File: config.mk
export PLATFORM = sky130hd
export DESIGN_NAME = weight_update_writer_flat
export DESIGN_NICKNAME = d
export VERILOG_FILES = /design/src/rtl/weight_update_writer_if.sv /design/src/rtl/weight_update_writer.sv /design/src/flat_wrapper.sv
export SDC_FILE = /design/constraint.sdc
export NUM_CORES = 1
export LEC_CHECK = 0
export ABC_CLOCK_PERIOD_IN_PS = 12200
export CORE_ASPECT_RATIO = 0.6
export CORE_MARGIN = 1
export CORE_UTILIZATION = 45
export CTS_CLUSTER_DIAMETER = 80
export DETAILED_ROUTE_END_ITERATION = 16
export HOLD_SLACK_MARGIN = 0.05
export PLACE_DENSITY = 0.85
export SLEW_MARGIN = 20
export SYNTH_ARGS = -nofsm -noshare
export SYNTH_HDL_FRONTEND = slang
export SYNTH_SLANG_ARGS = --single-unit
File: constraint.sdc
create_clock -name clk_i -period 12.2 [get_ports clk_i]
set_input_delay 2.44 -clock clk_i [delete_from_list [all_inputs] [get_ports clk_i]]
set_output_delay 2.44 -clock clk_i [all_outputs]
set_load 0.1 [all_outputs]
File: src/rtl/weight_update_writer_if.sv
// Handshake and RAM-port bundle for weight_update_writer.
// master: the controller/RAM side; slave: the update engine itself.
interface weight_update_writer_if;
    logic         start;
    logic         layer;
    logic [53:0]  delta_flat;
    logic [53:0]  act_flat;
    logic [255:0] mem_rdata;
    logic [3:0]   mem_addr;
    logic [255:0] mem_wdata;
    logic         mem_we;
    logic         busy;
    logic         done;

    modport master (
        output start, layer, delta_flat, act_flat, mem_rdata,
        input  mem_addr, mem_wdata, mem_we, busy, done
    );

    modport slave (
        input  start, layer, delta_flat, act_flat, mem_rdata,
        output mem_addr, mem_wdata, mem_we, busy, done
    );
endinterface

File: src/rtl/weight_update_writer.sv
// weight_update_writer: read one 256-bit weight word, apply
// w_new = sat(w - ((delta*act) >>> LR_SHIFT)) to every weight of the
// selected layer (one weight per cycle), then write the word back.
// Optional build macro WU_ROUND_EN: round half up instead of truncating
// the shifted product toward -inf.
module weight_update_writer #(
    parameter int         WWIDTH   = 8,
    parameter int         LR_SHIFT = 4,
    parameter logic [3:0] L1_ADDR  = 4'd0,
    parameter logic [3:0] L2_ADDR  = 4'd1
) (
    input  logic                 clk_i,
    input  logic                 rst_ni,
    weight_update_writer_if.slave bus_if
);

    typedef enum logic [2:0] {
        S_IDLE, S_RD_WAIT, S_CAPTURE, S_UPDATE, S_WRITE, S_DONE
    } state_t;

    localparam logic signed [18:0] SAT_MAX = 19'((1 << (WWIDTH - 1)) - 1);
    localparam logic signed [18:0] SAT_MIN = -SAT_MAX - 19'sd1;

    state_t            state_q, state_d;
    logic              layer_q;
    logic [3:0]        addr_q;
    logic [255:0]      word_q;
    logic [4:0]        cnt_q;
    logic [2:0]        k_q;   // delta index
    logic [2:0]        j_q;   // activation index
    logic signed [8:0] delta_q [6];
    logic signed [8:0] act_q   [6];
    logic signed [8:0] delta_in [6];
    logic signed [8:0] act_in   [6];

    logic signed [8:0]        d_sel, a_sel;
    logic signed [17:0]       prod;
    logic signed [18:0]       shifted;
    logic signed [WWIDTH-1:0] w_cur;
    logic signed [18:0]       diff;
    logic [WWIDTH-1:0]        w_new;
    logic                     last_weight;
    logic [2:0]               j_last;

    for (genvar gi = 0; gi < 6; gi++) begin : g_unpack
        assign delta_in[gi] = bus_if.delta_flat[9*gi +: 9];
        assign act_in[gi]   = bus_if.act_flat[9*gi +: 9];
    end

    // State register
    always_ff @(posedge clk_i or negedge rst_ni) begin
        if (!rst_ni) state_q <= S_IDLE;
        else         state_q <= state_d;
    end

    // Next-state logic; start only matters in IDLE
    always_comb begin
        state_d = state_q;
        case (state_q)
            S_IDLE:    if (bus_if.start) state_d = S_RD_WAIT;
            S_RD_WAIT: state_d = S_CAPTURE;
            S_CAPTURE: state_d = S_UPDATE;
            S_UPDATE:  if (last_weight) state_d = S_WRITE;
            S_WRITE:   state_d = S_DONE;
            S_DONE:    state_d = S_IDLE;
            default:   state_d = S_IDLE;
        endcase
    end

    // Outputs decoded from state; write data only presented during WRITE
    always_comb begin
        bus_if.mem_addr  = addr_q;
        bus_if.mem_we    = (state_q == S_WRITE);
        bus_if.mem_wdata = (state_q == S_WRITE) ? word_q : '0;
        bus_if.busy      = (state_q == S_RD_WAIT) || (state_q == S_CAPTURE) ||
                           (state_q == S_UPDATE)  || (state_q == S_WRITE);
        bus_if.done      = (state_q == S_DONE);
    end

    // Per-weight arithmetic: product, learning-rate shift, subtract, saturate
    always_comb begin
        d_sel = delta_q[k_q];
        a_sel = act_q[j_q];
        prod  = $signed({{9{d_sel[8]}}, d_sel}) * $signed({{9{a_sel[8]}}, a_sel});
`ifdef WU_ROUND_EN
        shifted = ($signed({prod[17], prod}) + (19'sd1 <<< (LR_SHIFT - 1))) >>> LR_SHIFT;
`else
        shifted = $signed({prod[17], prod}) >>> LR_SHIFT;
`endif
        w_cur = word_q[cnt_q*WWIDTH +: WWIDTH];
        diff  = $signed({{(19-WWIDTH){w_cur[WWIDTH-1]}}, w_cur}) - shifted;
        if (diff > SAT_MAX)      w_new = SAT_MAX[WWIDTH-1:0];
        else if (diff < SAT_MIN) w_new = SAT_MIN[WWIDTH-1:0];
        else                     w_new = diff[WWIDTH-1:0];
        // Layer 1 walks 6 deltas x 4 inputs, layer 2 walks 2 deltas x 6 hidden
        j_last      = layer_q ? 3'd5 : 3'd3;
        last_weight = layer_q ? (cnt_q == 5'd11) : (cnt_q == 5'd23);
    end

    // Datapath registers: operand latch, word capture and in-place update
    always_ff @(posedge clk_i or negedge rst_ni) begin
        if (!rst_ni) begin
            layer_q <= 1'b0;
            addr_q  <= 4'd0;
            word_q  <= '0;
            cnt_q   <= 5'd0;
            k_q     <= 3'd0;
            j_q     <= 3'd0;
            for (int i = 0; i < 6; i++) begin
                delta_q[i] <= '0;
                act_q[i]   <= '0;
            end
        end else begin
            case (state_q)
                S_IDLE: begin
                    if (bus_if.start) begin
                        layer_q <= bus_if.layer;
                        addr_q  <= bus_if.layer ? L2_ADDR : L1_ADDR;
                        for (int i = 0; i < 6; i++) begin
                            delta_q[i] <= delta_in[i];
                            act_q[i]   <= act_in[i];
                        end
                    end
                end
                S_CAPTURE: begin
                    word_q <= bus_if.mem_rdata;
                    cnt_q  <= 5'd0;
                    k_q    <= 3'd0;
                    j_q    <= 3'd0;
                end
                S_UPDATE: begin
                    word_q[cnt_q*WWIDTH +: WWIDTH] <= w_new;
                    cnt_q <= cnt_q + 5'd1;
                    if (j_q == j_last) begin
                        j_q <= 3'd0;
                        k_q <= k_q + 3'd1;
                    end else begin
                        j_q <= j_q + 3'd1;
                    end
                end
                default: ;
            endcase
        end
    end

endmodule

File: src/flat_wrapper.sv
// flat-port wrapper written by rule: the top's interface ports become plain ports
module weight_update_writer_flat 
#(
    parameter int         WWIDTH   = 8,
    parameter int         LR_SHIFT = 4,
    parameter logic [3:0] L1_ADDR  = 4'd0,
    parameter logic [3:0] L2_ADDR  = 4'd1
)
  (clk_i, rst_ni, bus_if_start, bus_if_layer, bus_if_delta_flat, bus_if_act_flat, bus_if_mem_rdata, bus_if_mem_addr, bus_if_mem_wdata, bus_if_mem_we, bus_if_busy, bus_if_done);
  weight_update_writer_if bus_if_i ();
  input  logic clk_i;
  input  logic rst_ni;
  input wire logic [$bits(bus_if_i.start)-1:0] bus_if_start;
  input wire logic [$bits(bus_if_i.layer)-1:0] bus_if_layer;
  input wire logic [$bits(bus_if_i.delta_flat)-1:0] bus_if_delta_flat;
  input wire logic [$bits(bus_if_i.act_flat)-1:0] bus_if_act_flat;
  input wire logic [$bits(bus_if_i.mem_rdata)-1:0] bus_if_mem_rdata;
  output wire logic [$bits(bus_if_i.mem_addr)-1:0] bus_if_mem_addr;
  output wire logic [$bits(bus_if_i.mem_wdata)-1:0] bus_if_mem_wdata;
  output wire logic [$bits(bus_if_i.mem_we)-1:0] bus_if_mem_we;
  output wire logic [$bits(bus_if_i.busy)-1:0] bus_if_busy;
  output wire logic [$bits(bus_if_i.done)-1:0] bus_if_done;
  assign bus_if_i.start = bus_if_start;
  assign bus_if_i.layer = bus_if_layer;
  assign bus_if_i.delta_flat = bus_if_delta_flat;
  assign bus_if_i.act_flat = bus_if_act_flat;
  assign bus_if_i.mem_rdata = bus_if_mem_rdata;
  assign bus_if_mem_addr = bus_if_i.mem_addr;
  assign bus_if_mem_wdata = bus_if_i.mem_wdata;
  assign bus_if_mem_we = bus_if_i.mem_we;
  assign bus_if_busy = bus_if_i.busy;
  assign bus_if_done = bus_if_i.done;
  weight_update_writer #(.WWIDTH(WWIDTH), .LR_SHIFT(LR_SHIFT), .L1_ADDR(L1_ADDR), .L2_ADDR(L2_ADDR)) u_core (.clk_i(clk_i), .rst_ni(rst_ni), .bus_if(bus_if_i));
endmodule
==> metrics.md <==
| Metric | Value |
|---|---|
| Outcome | finished clean |
| CTS root buffer | clkbuf_16 |
| Nets | 3432 |
| Post-CTS sizing | 0 |
| Die H | 182 um |
| Share of layout cells above drive strength 1 | 0.110 |
| Number of synthesized flops with an enable pin | 0 |
| First-pass GRT wire length | 160 mm |
| Clock skew | 0.0228 ns |
| Core region area | 52900 um^2 |
| Gate Count Post-Synth | 2412 |
| Largest net degree at the start of global routing | 147 |
| Tcrit/Tclk final | 0.843 |
| Longest Clk Path Bufs | 3 |
| Post-Route Hold Slack | 0.506 ns |
| CTS tree | done |
| Iteration-0 DRC Markers | 3598 |
| Hold_buf cts | 0 |
| CTS H-tree lvls | 2 |
| Max-slew violations | 0 |
| Worst hold path class | register to register |
| Starting Density | 0.460 |
| Met2 Track Usage GR | 0.551 |
| Gp weighted congestion | 1.03 |
| First-pass detailed-route iteration total | 7 |
| Category of the worst setup path capture point | register |
| GRT Residual Overflow | 0 |
| Top Ports | 631 |
| Antenna violation net count after detailed routing | 0 |
| Slew HR | 0.162 |
| All-layer global routing usage | 0.396 |
| Routed wire per std cell | 30.5 um |
| Cell Area, Synth | 24300 um^2 |
| Max FO, Critical Path | 21 |
| WP data required | 12.66 ns |
| Worst Setup Path Type | register to register |
| Crit start category | register |
| Num rows | 65 |
| GR Layer Usage met1 | 0.559 |
| Max Clk Rate | 0.0973 GHz |
| Cell family with most CP delay | compound AO/OA/AOI/OAI gates |
| Post-Route WL | 112 mm |
| Top FF cell, synth | dfrtp_1 |
| Synth async-reset ratio | 1.00 |
| RSZ-0062 raised after global routing | no |
| Setup violators final | 0 |
| Post-synthesis cell type count | 64 |
| Die Area | 55100 um^2 |
| Final worst setup slack | 1.92 ns |
| CTS Sinks | 379 |
| Buf/Inv on CP | 5 |
| Area grow syn2layout | 33.3% |
| Slowest-stage cell, CP | nand2_1 |
| Input/output buffers | 627 |
| TritonCTS Buffers | 39 |
| Post-CTS Setup Inserts | 0 |
| Clock transition at path regs | 0.07 ns |
| Average cell area after synthesis | 10.1 um^2 |
| DRC errors left | 0 |
| Met3 Usage GRT | 0.142 |
| Worst-Skew Late Latency | 0.57 ns |
| Initial antenna violation count | 15 |
| Detailed-route via count | 24200 |
| Slowest stage delay, CP | 0.87 ns |
| Most used cell, CP | fa_1 |
| Yosys reg bits | 379 |
| Min Tclk post-route | 10.28 ns |
| Max Cap Viol | 0 |
| Tightest Pin Transition | 1.26 ns |
| Die W | 302 um |
| Vias per cell | 6.60 |
| CP Data Arrival Time | 10.74 ns |
| Dpl ws | 2.14 ns |
| DPL Wire Length | 86.6 mm |
| Seq/Total Area, Yosys | 0.390 |
| GR peak layer | met1 |
| Vias in the first global route | 23500 |
| Synth Warn # | 0 |
| Final Hold Viols | 0 |
| Setup_tns | 0 ns |
==> sequential cells by signal, indices dropped and copies added (netlist names) <==
| name | count |
|---|---|
| u_core.act_q | 54 |
| u_core.cnt_q | 5 |
| u_core.delta_q | 54 |
| u_core.j_q | 3 |
| u_core.k_q | 3 |
| u_core.layer_q | 1 |
| u_core.state_q | 3 |
| u_core.word_q | 256 |
==> final cells by class <==
type	instances	area (um^2)
Sequential cell	379	9490
Multi-Input combinational cell	1751	13800
Tap cell	703	880
Clock inverter	13	173
Timing Repair Buffer	656	6500
Inverter	108	405
Clock buffer	56	1140
Fill cell	4257	20500
Antenna cell	9	22.5
==> final timing paths <==
check / start / to / slack, ns / cells past startpoint
min reg2reg: u_core.delta_q[19]$_DFFE_PN0P_ / u_core.delta_q[19]$_DFFE_PN0P_ / 0.51 / 1
max: u_core.j_q[0]$_DFFE_PN0P_ / u_core.word_q[252]$_DFFE_PN0P_ / 1.92 / 29
max reg2reg: u_core.j_q[0]$_DFFE_PN0P_ / u_core.word_q[252]$_DFFE_PN0P_ / 1.92 / 29
min in group asynchronous: rst_ni / u_core.word_q[252]$_DFFE_PN0P_ / 1.97 / 1
min: u_core.delta_q[19]$_DFFE_PN0P_ / u_core.delta_q[19]$_DFFE_PN0P_ / 0.51 / 1
max in group asynchronous: rst_ni / u_core.k_q[0]$_DFFE_PN0P_ / 7.81 / 3
==> cell usage after synthesis, drive strengths merged (3+ instances only) <==
cell type,n,area [um^2]
nand3,43,215
a22o,3,27.5
inv,108,405
ha,58,726
nor3,32,200
nand2b,10,62.6
a221oi,7,61.3
a32oi,28,245
and2,9,56.3
o22ai,164,1030
nand4,3,18.8
and3,305,1910
o211ai,6,45.0
o21ai,94,470
fa,71,1420
dfrtp,379,9480
nor4,3,18.8
mux2,109,1230
mux4,98,2210
nand2,174,653
a211oi,64,480
o2bb2ai,3,26.3
nor2b,13,81.3
or3,7,43.8
xnor2,17,149
xor2,13,114
a22oi,13,97.6
buf,22,116
a21boi,8,60.1
mux2i,32,320
a21oi,184,921
o21a,7,52.6
o31ai,4,30.0
a21o,11,82.6
clkbuf,154,578
a31oi,4,25.0
nor2,130,488
or2,3,18.8
==> cells by family after synthesis <==
family                     after synthesis  share of synthesized area
and+or+nand+nor                        738                      0.157
AOI/OAI and AO/OA                      612                      0.155
DFF                                    379                      0.390
buffers and inverters                  284                     0.0452
muxes                                  239                      0.154
adders and majority gates              129                     0.0882
xor gates and xnor gates                30                     0.0108
other                                    1                   0.000154
==> layout by cell type, fill, tap and decap left out, types with 64 or more instances in the layout <==
master | Yosys | layout
a21oi_1 | 184 | 182
inv_1 | 108 | 108
fa_1 | 71 | 71
dfrtp_1 | 379 | 376
mux2_2 | 109 | 109
clkdlybuf4s50_1 | 0 | 625
mux4_2 | 98 | 98
and3_1 | 305 | 305
a211oi_1 | 64 | 64
nor2_1 | 130 | 128
nand2_1 | 174 | 173
o21ai_0 | 78 | 77
o22ai_1 | 164 | 163
==> through the flow <==
stage	cell area (um^2)	instances	util
2_1_floorplan	24400	2414	-
3_3_place_gp	31100	3597	0.587
3_5_place_dp	31100	3597	0.587
4_1_cts	32400	3666	0.612
5_1_grt	32500	3674	0.613
6_report	32500	3675	0.613
==> metal layers <==
metal / wire length [um] / vias up
li1: - / 10000
met1: 44000 / 12000
met2: 46800 / 1910
met3: 15900 / 340
met4: 5180 / 6
met5: 57 / -
Power is not shown: default switching activity piles up to over one toggle a cycle in this logic, so the estimate is an artifact.
